<file path="src/rtl/pipe_ctrl_pkg.sv">
// Shared pipeline-control definitions: MEM-stage FSM encoding and data-memory defaults.
package pipe_ctrl_pkg;

  typedef enum logic [1:0] {
    IDLE = 2'd0,
    REQ  = 2'd1,
    DONE = 2'd2
  } memState_t;

  localparam logic [31:0] ERR_RDATA_DEFAULT      = 32'h0000_0000;
  localparam int unsigned TIMEOUT_CYCLES_DEFAULT = 255;

endpackage

</file>
<file path="src/rtl/mem_timeout_cnt.sv">
// Counts REQ-state cycles; expired flags the last cycle an ack may still arrive.
module mem_timeout_cnt
  import pipe_ctrl_pkg::*;
#(
  parameter int unsigned CNT_W          = 8,
  parameter int unsigned TIMEOUT_CYCLES = TIMEOUT_CYCLES_DEFAULT
) (
  input  logic clk,
  input  logic rst,
  input  logic clear,
  input  logic en,
  output logic expired
);

  logic [CNT_W-1:0] cnt;

  always_ff @(posedge clk) begin
    if (!rst || clear) begin
      cnt <= '0;
    end else if (en) begin
      cnt <= cnt + 1'b1;
    end
  end

  assign expired = en && (cnt == CNT_W'(TIMEOUT_CYCLES - 1));

endmodule

</file>
<file path="src/rtl/mem_stage_ctrl.sv">
// MEM-stage sequencer for a req/ack data memory: stalls the pipeline, bubbles MEM/WB,
// and records bus errors. Define MEM_TIMEOUT_EN to compile in the ack timeout.
module mem_stage_ctrl
  import pipe_ctrl_pkg::*;
#(
  parameter int unsigned TIMEOUT_CYCLES = TIMEOUT_CYCLES_DEFAULT,
  parameter int unsigned CNT_W          = 8,
  parameter logic [31:0] ERR_RDATA      = ERR_RDATA_DEFAULT
) (
  input  logic        clk,
  input  logic        rst,
  input  logic        memReadIn,
  input  logic        memWriteIn,
  input  logic [31:0] aluIn,
  input  logic [31:0] rd2In,
  output logic        dmem_req,
  output logic        dmem_we,
  output logic [31:0] dmem_addr,
  output logic [31:0] dmem_wdata,
  input  logic        dmem_ack,
  input  logic [31:0] dmem_rdata,
  output logic [31:0] rdataOut,
  output logic        stall,
  output logic        memWbBubble,
  output logic        busErr,
  output logic [31:0] errAddr
);

  memState_t   state, stateNext;
  logic        reqNext, weNext, busErrNext;
  logic [31:0] addrNext, wdataNext, rdataNext, errAddrNext;
  logic        acc, timedOut;

  assign acc = memReadIn | memWriteIn;

`ifdef MEM_TIMEOUT_EN
  mem_timeout_cnt #(
    .CNT_W         (CNT_W),
    .TIMEOUT_CYCLES(TIMEOUT_CYCLES)
  ) uTimeout (
    .clk    (clk),
    .rst    (rst),
    .clear  (state != REQ),
    .en     (state == REQ),
    .expired(timedOut)
  );
`else
  logic unusedCfg;
  assign unusedCfg = (TIMEOUT_CYCLES != 0) ^ (CNT_W != 0);
  assign timedOut  = 1'b0;
`endif

  always_comb begin
    stateNext   = state;
    reqNext     = dmem_req;
    weNext      = dmem_we;
    addrNext    = dmem_addr;
    wdataNext   = dmem_wdata;
    rdataNext   = rdataOut;
    busErrNext  = busErr;
    errAddrNext = errAddr;
    unique case (state)
      IDLE: begin
        if (memReadIn && memWriteIn) begin
          if (!busErr) begin
            busErrNext  = 1'b1;
            errAddrNext = aluIn;
          end
          rdataNext = ERR_RDATA;
          stateNext = DONE;
        end else if (acc) begin
          addrNext  = aluIn;
          wdataNext = rd2In;
          weNext    = memWriteIn;
          reqNext   = 1'b1;
          stateNext = REQ;
        end
      end
      REQ: begin
        // ack has priority over a timeout landing in the same cycle
        if (dmem_ack) begin
          reqNext = 1'b0;
          if (!dmem_we) rdataNext = dmem_rdata;
          stateNext = DONE;
        end else if (timedOut) begin
          reqNext   = 1'b0;
          rdataNext = ERR_RDATA;
          if (!busErr) begin
            busErrNext  = 1'b1;
            errAddrNext = dmem_addr;
          end
          stateNext = DONE;
        end
      end
      DONE: stateNext = IDLE;
      default: begin
        stateNext = IDLE;
        reqNext   = 1'b0;
      end
    endcase
  end

  always_ff @(posedge clk) begin
    if (!rst) begin
      state      <= IDLE;
      dmem_req   <= 1'b0;
      dmem_we    <= 1'b0;
      dmem_addr  <= '0;
      dmem_wdata <= '0;
      rdataOut   <= '0;
      busErr     <= 1'b0;
      errAddr    <= '0;
    end else begin
      state      <= stateNext;
      dmem_req   <= reqNext;
      dmem_we    <= weNext;
      dmem_addr  <= addrNext;
      dmem_wdata <= wdataNext;
      rdataOut   <= rdataNext;
      busErr     <= busErrNext;
      errAddr    <= errAddrNext;
    end
  end

  assign stall       = ((state == IDLE) && acc) || (state == REQ);
  assign memWbBubble = stall;

endmodule

</file>
<file path="config.mk">
export PLATFORM = sky130hd
export DESIGN_NAME = mem_stage_ctrl
export DESIGN_NICKNAME = d
export VERILOG_FILES = /design/src/rtl/pipe_ctrl_pkg.sv /design/src/rtl/mem_timeout_cnt.sv /design/src/rtl/mem_stage_ctrl.sv
export SDC_FILE = /design/constraint.sdc
export NUM_CORES = 1
export LEC_CHECK = 0
export CAP_MARGIN = 20
export CORE_AREA = 2 2 108 137
export DETAILED_ROUTE_END_ITERATION = 10
export DIE_AREA = 0 0 110 139
export PLACE_DENSITY = 0.83
export SETUP_SLACK_MARGIN = 0.5
export SLEW_MARGIN = 10
export SYNTH_ARGS = -nofsm -noshare
export SYNTH_HDL_FRONTEND = slang
export SYNTH_SLANG_ARGS = --single-unit
export TNS_END_PERCENT = 1
</file>
<file path="constraint.sdc">
create_clock -name clk -period 1.4 [get_ports clk]
set_input_delay 0.14 -clock clk [delete_from_list [all_inputs] [get_ports clk]]
set_output_delay 0.14 -clock clk [all_outputs]
set_load 0.1 [all_outputs]
</file>
# After elaboration in Yosys (flattened, before gate mapping)
# Cells that the tools add are included.
dict set report word_totals {
  ff_bits 133
  input_bits 101
  out_inout_bits 133
  elab_cells 43
}
dict set report op_classes {
  eq_ne 8
  n_mux 12
  bitwise_logic 4
  reduce_logical 11
}
# operator n
set op_table {}
lappend op_table {{two-way mux 32 bit} 3}
lappend op_table {{one-hot mux 32 bit (2 select lines)} 1}
lappend op_table {{!= test 2 bit (second input constant)} 5}
lappend op_table {{AND reduction 4 bit} 2}
lappend op_table {{two-way mux 2 bit} 3}
lappend op_table {{AND reduction 3 bit} 2}
lappend op_table {{one-hot mux 2 bit (2 select lines)} 1}
lappend op_table {{AND reduction 2 bit} 2}
lappend op_table {{two-way mux 1 bit} 3}
lappend op_table {{!= test 3 bit (second input constant)} 1}
lappend op_table {{inverter 1 bit} 3}
lappend op_table {{one-hot mux 1 bit (3 select lines)} 1}
lappend op_table {{equality test 2 x 1 -> 1 bit (second input constant)} 1}
lappend op_table {{equality test 2 bit (second input constant)} 1}
lappend op_table {{logical AND 1 bit} 2}
lappend op_table {{logical NOT 2 bit} 1}
lappend op_table {{nonzero test 2 bit} 1}
lappend op_table {{logical OR 1 bit} 1}
lappend op_table {{OR 1 bit} 1}

# Longest topological paths before layout
# Gate-level depths: netlist of run 1.
dict set report depth {
  depth_word 4
  depth_mapped 6
  depth_no_buf 3
}

# Worst setup path after synthesis of run 1
# OpenSTA, ideal clock, no wires.
dict set report synth_timing {
  kind {flip-flop to output port}
  startpoint {reg state[0]}
  endpoint {out stall}
  arrival_ps 2325
  t_required_ps 1260
  path_slack_ps -1065
  stages_incl_launch_ff 5
  path_buffers 2
  cell_sequence {dfxtp_1 > buf_2 > nor3_1 > nor2_1 > buf_4}
}
dict set report synth_between {
  elab_chain_len 3
  word_cells_on_any_way 4
  classes_between {eq/ne: 1; reduce/logical: 3}
}
# item line
set synth_lines {}
lappend synth_lines {{start, declared} mem_stage_ctrl.sv:29} ;# memState_t state, stateNext;
lappend synth_lines {{start signal, assigned} mem_stage_ctrl.sv:114} ;# state <= stateNext;
lappend synth_lines {{logical NOT 2 bit} mem_stage_ctrl.sv:125} ;# assign stall = ((state == IDLE) && acc) || (state == REQ);
lappend synth_lines {{logical AND 1 bit} mem_stage_ctrl.sv:125}
lappend synth_lines {{logical OR 1 bit *} mem_stage_ctrl.sv:125}
lappend synth_lines {{end, declared} mem_stage_ctrl.sv:23} ;# output logic stall,
# Mark *: on every way between the ends. The rest lies on a longest branch, timed or not.

# Worst setup path after layout of run 1
dict set report layout_timing {
  startpoint {reg state[0]}
  endpoint {out memWbBubble}
}
dict set report layout_between {
  elab_chain_len 3
  word_cells_on_any_way 4
  classes_between {eq/ne: 1; reduce/logical: 3}
}
# item line
set layout_lines {}
lappend layout_lines {{logical NOT 2 bit} mem_stage_ctrl.sv:125}
lappend layout_lines {{logical AND 1 bit} mem_stage_ctrl.sv:125}
lappend layout_lines {{logical OR 1 bit *} mem_stage_ctrl.sv:125}
lappend layout_lines {{end, declared} mem_stage_ctrl.sv:24} ;# output logic memWbBubble,
# Marks and branches as above.

==> flow_summary.toml, run 1 <==
[status]
run_status = "complete, but fails checks"
violations = "negative setup slack"

[clock_tree]
root_buffer = "clkbuf_16"
htree_levels = 4
clock_sinks = 133
cts_max_path_buffers = 2
worst_setup_hold_path_clk_slew_ps = 60
cts_tree = "built"
cts_made_buffers = 17
clk_latency_ps = 400

[min_path]
worstHoldStart = "rst"
hp-class = "primary input to flop"

[setup_path]
crit_required_ps = 1260
crit_path_cell_trace = "buf_6 -> nor3_4 -> nor2_4 -> buf_12"
critical_path.endpoint_type = "output pin"
crit_arrival_ps = 1270
crit_slowest_cell = "dfxtp_2"
startpoint = "state[0]"
cpPeakStageDelay_ps = 340
crit_type = "flop to output pin"
cp-start-kind = "flop"
regToRegSetupSlack_ps = -5
crit_path_max_fanout = 4
timing.rr.start = "state[0]"

[timing]
fin_skew_ps = 10.3
fin_crit_ps = 1410
rsz0062_at_grt = "yes"
fin_ws_ps = -5.02
slew_headroom = 0.703
finalHoldViolCount = 0
setup_viol = 3
fmax_ghz = 0.712
finalCritPeriodShare = 1.00
worst_pin_slew_ps = 445
drv_slew = 0
whs_ps = 39.2

[finish]
drive_above_1_share = 0.413
multiInputGateArea_um2 = 2340
antenna_cells = 0
final_common_cell = "nand2_1"
area_growth_pct = 92.7
nFillCells = 930
final_cell_mix = "nand2_1 (224), buf_12 (138), mux2i_1 (126)"
stdcell_count = 978
seqCellArea_um2 = 2840
layout.nets = 888

[synthesis]
avgSynthCellArea_um2 = 9.48
syn_area_um2 = 5220
ys_ff_latch = 133
synth_compound_area_frac = 0.0141
yosys.area_share.xor_xnor = 0.00168
synthMuxAreaShare = 0.245
syn-num-nets = 652
synth_top_family_by_area = "multiplexers"
yosysWarnings = 0
synth_cell_type_count = 25
ys_seq_area_frac = 0.510
synthCells = 551
synthAdderAreaFrac = 0
yosys.area_share.simple = 0.178

[global_routing]
grt_pass1_vias = 4912
track_usage = 0.202
grt_max_degree = 85
grt.overflow.total = 0
grt_pass1_wl_um = 24100
antenna_found_initial = 0

[detailed_routing]
route.detailed.drc = 0
ant_nets = 0
dr_wl_met3_um = 1310
dr.max_layer_used = "met4"
num_vias = 4640
drtPass1Iterations = 5
drt_iter0_drc = 246
wl_met2_um = 8620
wl_um = 15800
wl_met1_um = 5630
wl_per_cell_um = 16.2
via_per_inst = 4.74

[pwr]
fin_total_pwr_mw = 13.6
leakage_nw = 4.14
irDropWorstVdd_mv = 0.825
pwr_density_cell_nw_per_um2 = 1350

[placement]
pre_cts_ws_ps = -302
routabilityCongestion = 0.764
dp.cells = 938
dpl.hpwl_um = 10800
portBuffers = 233

[die]
initial_core_util = 0.372
die-area_um2 = 15300
core_um2 = 14000
pin_count = 234
die_w_um = 110
core.rowCount = 49
die_h_um = 139

[run]
maxCapViolations = 0
## power breakdown
part	switching, mW	internal [mW]	leakage (nW)
clock network	1.70	3.06	0.312
registers	0.293	4.11	1.14
logic	2.71	1.76	2.68
total	4.70	8.94	4.14
## state kept, by name (all words and copies together) (netlist names)
register / cells
errAddr: 32
dmem_we: 1
dmem_addr: 32
rdataOut: 32
state: 2
dmem_wdata: 32
dmem_req: 1
busErr: 1
## cell usage after synthesis
cell type,n,area [µm²]
a21boi_0,1,7.51
a21oi_1,1,5.00
a31oi_4,1,21.3
and2_0,1,6.26
and2b_1,1,7.51
and3b_1,2,17.5
and4bb_4,1,16.3
buf_1,2,7.51
buf_2,8,40.0
buf_4,7,52.6
buf_6,4,45.0
buf_8,3,45.0
clkbuf_1,19,71.3
dfxtp_1,133,2660
inv_1,1,3.75
mux2i_1,128,1280
nand2_1,224,841
nor2_1,2,7.51
nor3_1,2,10.0
nor3_2,1,10.0
nor3b_1,2,15.0
o21a_1,3,22.5
o21ai_0,2,10.0
o31ai_1,1,7.51
xnor2_1,1,8.76
## routing by layer
layer | up-vias | track usage
li1 | 2258 | -
met1 | 2192 | 0.203
met2 | 171 | 0.369
met3 | 19 | 0.0794
met4 | 0 | 0.0680
met5 | - | 0
## cell families after synthesis
logic type / after synthesis
flops: 133
mux: 128
compound gates: 9
xor+xnor: 1
simple gates: 236
buf+inv: 44
## metrics by stage
step	setup TNS [ps]	util	cell area, µm²
2_1_floorplan	-0.733	-	5270
3_3_place_gp	-22070	0.648	9100
3_5_place_dp	-29910	0.648	9100
4_1_cts	-44.7	0.708	9940
5_1_grt	-803	0.717	10100
6_report	-12.3	0.717	10100
## area by class of cell
type,count,share of cell area
clock inverters,10,0.0142
inverters,1,0.000373
flip-flops and latches,133,0.282
clock buffers,22,0.0492
repair buffers,260,0.400
well taps,178,0.0221
multi-input cells,374,0.232
## worst max-delay path: cells and delay by family (launching register included)
| kind | cells | cell delay, ps |
|---|---|---|
| flops | 1 | 340 |
| buf+inv | 2 | 320 |
| simple gates | 2 | 200 |
## path summary, 6_finish.rpt
check | endpoint | cells after the start
setup / recovery | memWbBubble | 4
setup reg to reg | rdataOut[20] | 4
hold reg to reg | errAddr[7] | 2
hold / removal | errAddr[13] | 3
## what timing repair did
action / CTS / global route
setup endpoints to repair: 265 / 265
buffers inserted: 2 / 2
cloned: 0 / 3
pin swaps: 6 / 2
endpoints found under the hold margin: 2 / 0
resized for setup: 132 / 10
hold buffers: 1 / 0
Power figures use the tool's default switching activity.
==> run 2, diff against run 1 <==
--- a/config.mk
+++ b/config.mk
@@ -11,7 +11,6 @@
 export DIE_AREA = 0 0 110 139
 export PLACE_DENSITY = 0.83
 export SETUP_SLACK_MARGIN = 0.5
-export SLEW_MARGIN = 10
 export SYNTH_ARGS = -nofsm -noshare
 export SYNTH_HDL_FRONTEND = slang
 export SYNTH_SLANG_ARGS = --single-unit
==> results of run 2 <==
The final DEF is identical to that of run 1; final timing and power are the same.
==> run 3, diff against run 2 <==
--- a/config.mk
+++ b/config.mk
@@ -7,6 +7,7 @@
 export LEC_CHECK = 0
 export CAP_MARGIN = 20
 export CORE_AREA = 2 2 108 137
+export CTS_CLUSTER_DIAMETER = 150
 export DETAILED_ROUTE_END_ITERATION = 10
 export DIE_AREA = 0 0 110 139
 export PLACE_DENSITY = 0.83
==> results of run 3 <==
The final DEF is identical to that of run 1; final timing and power are the same.
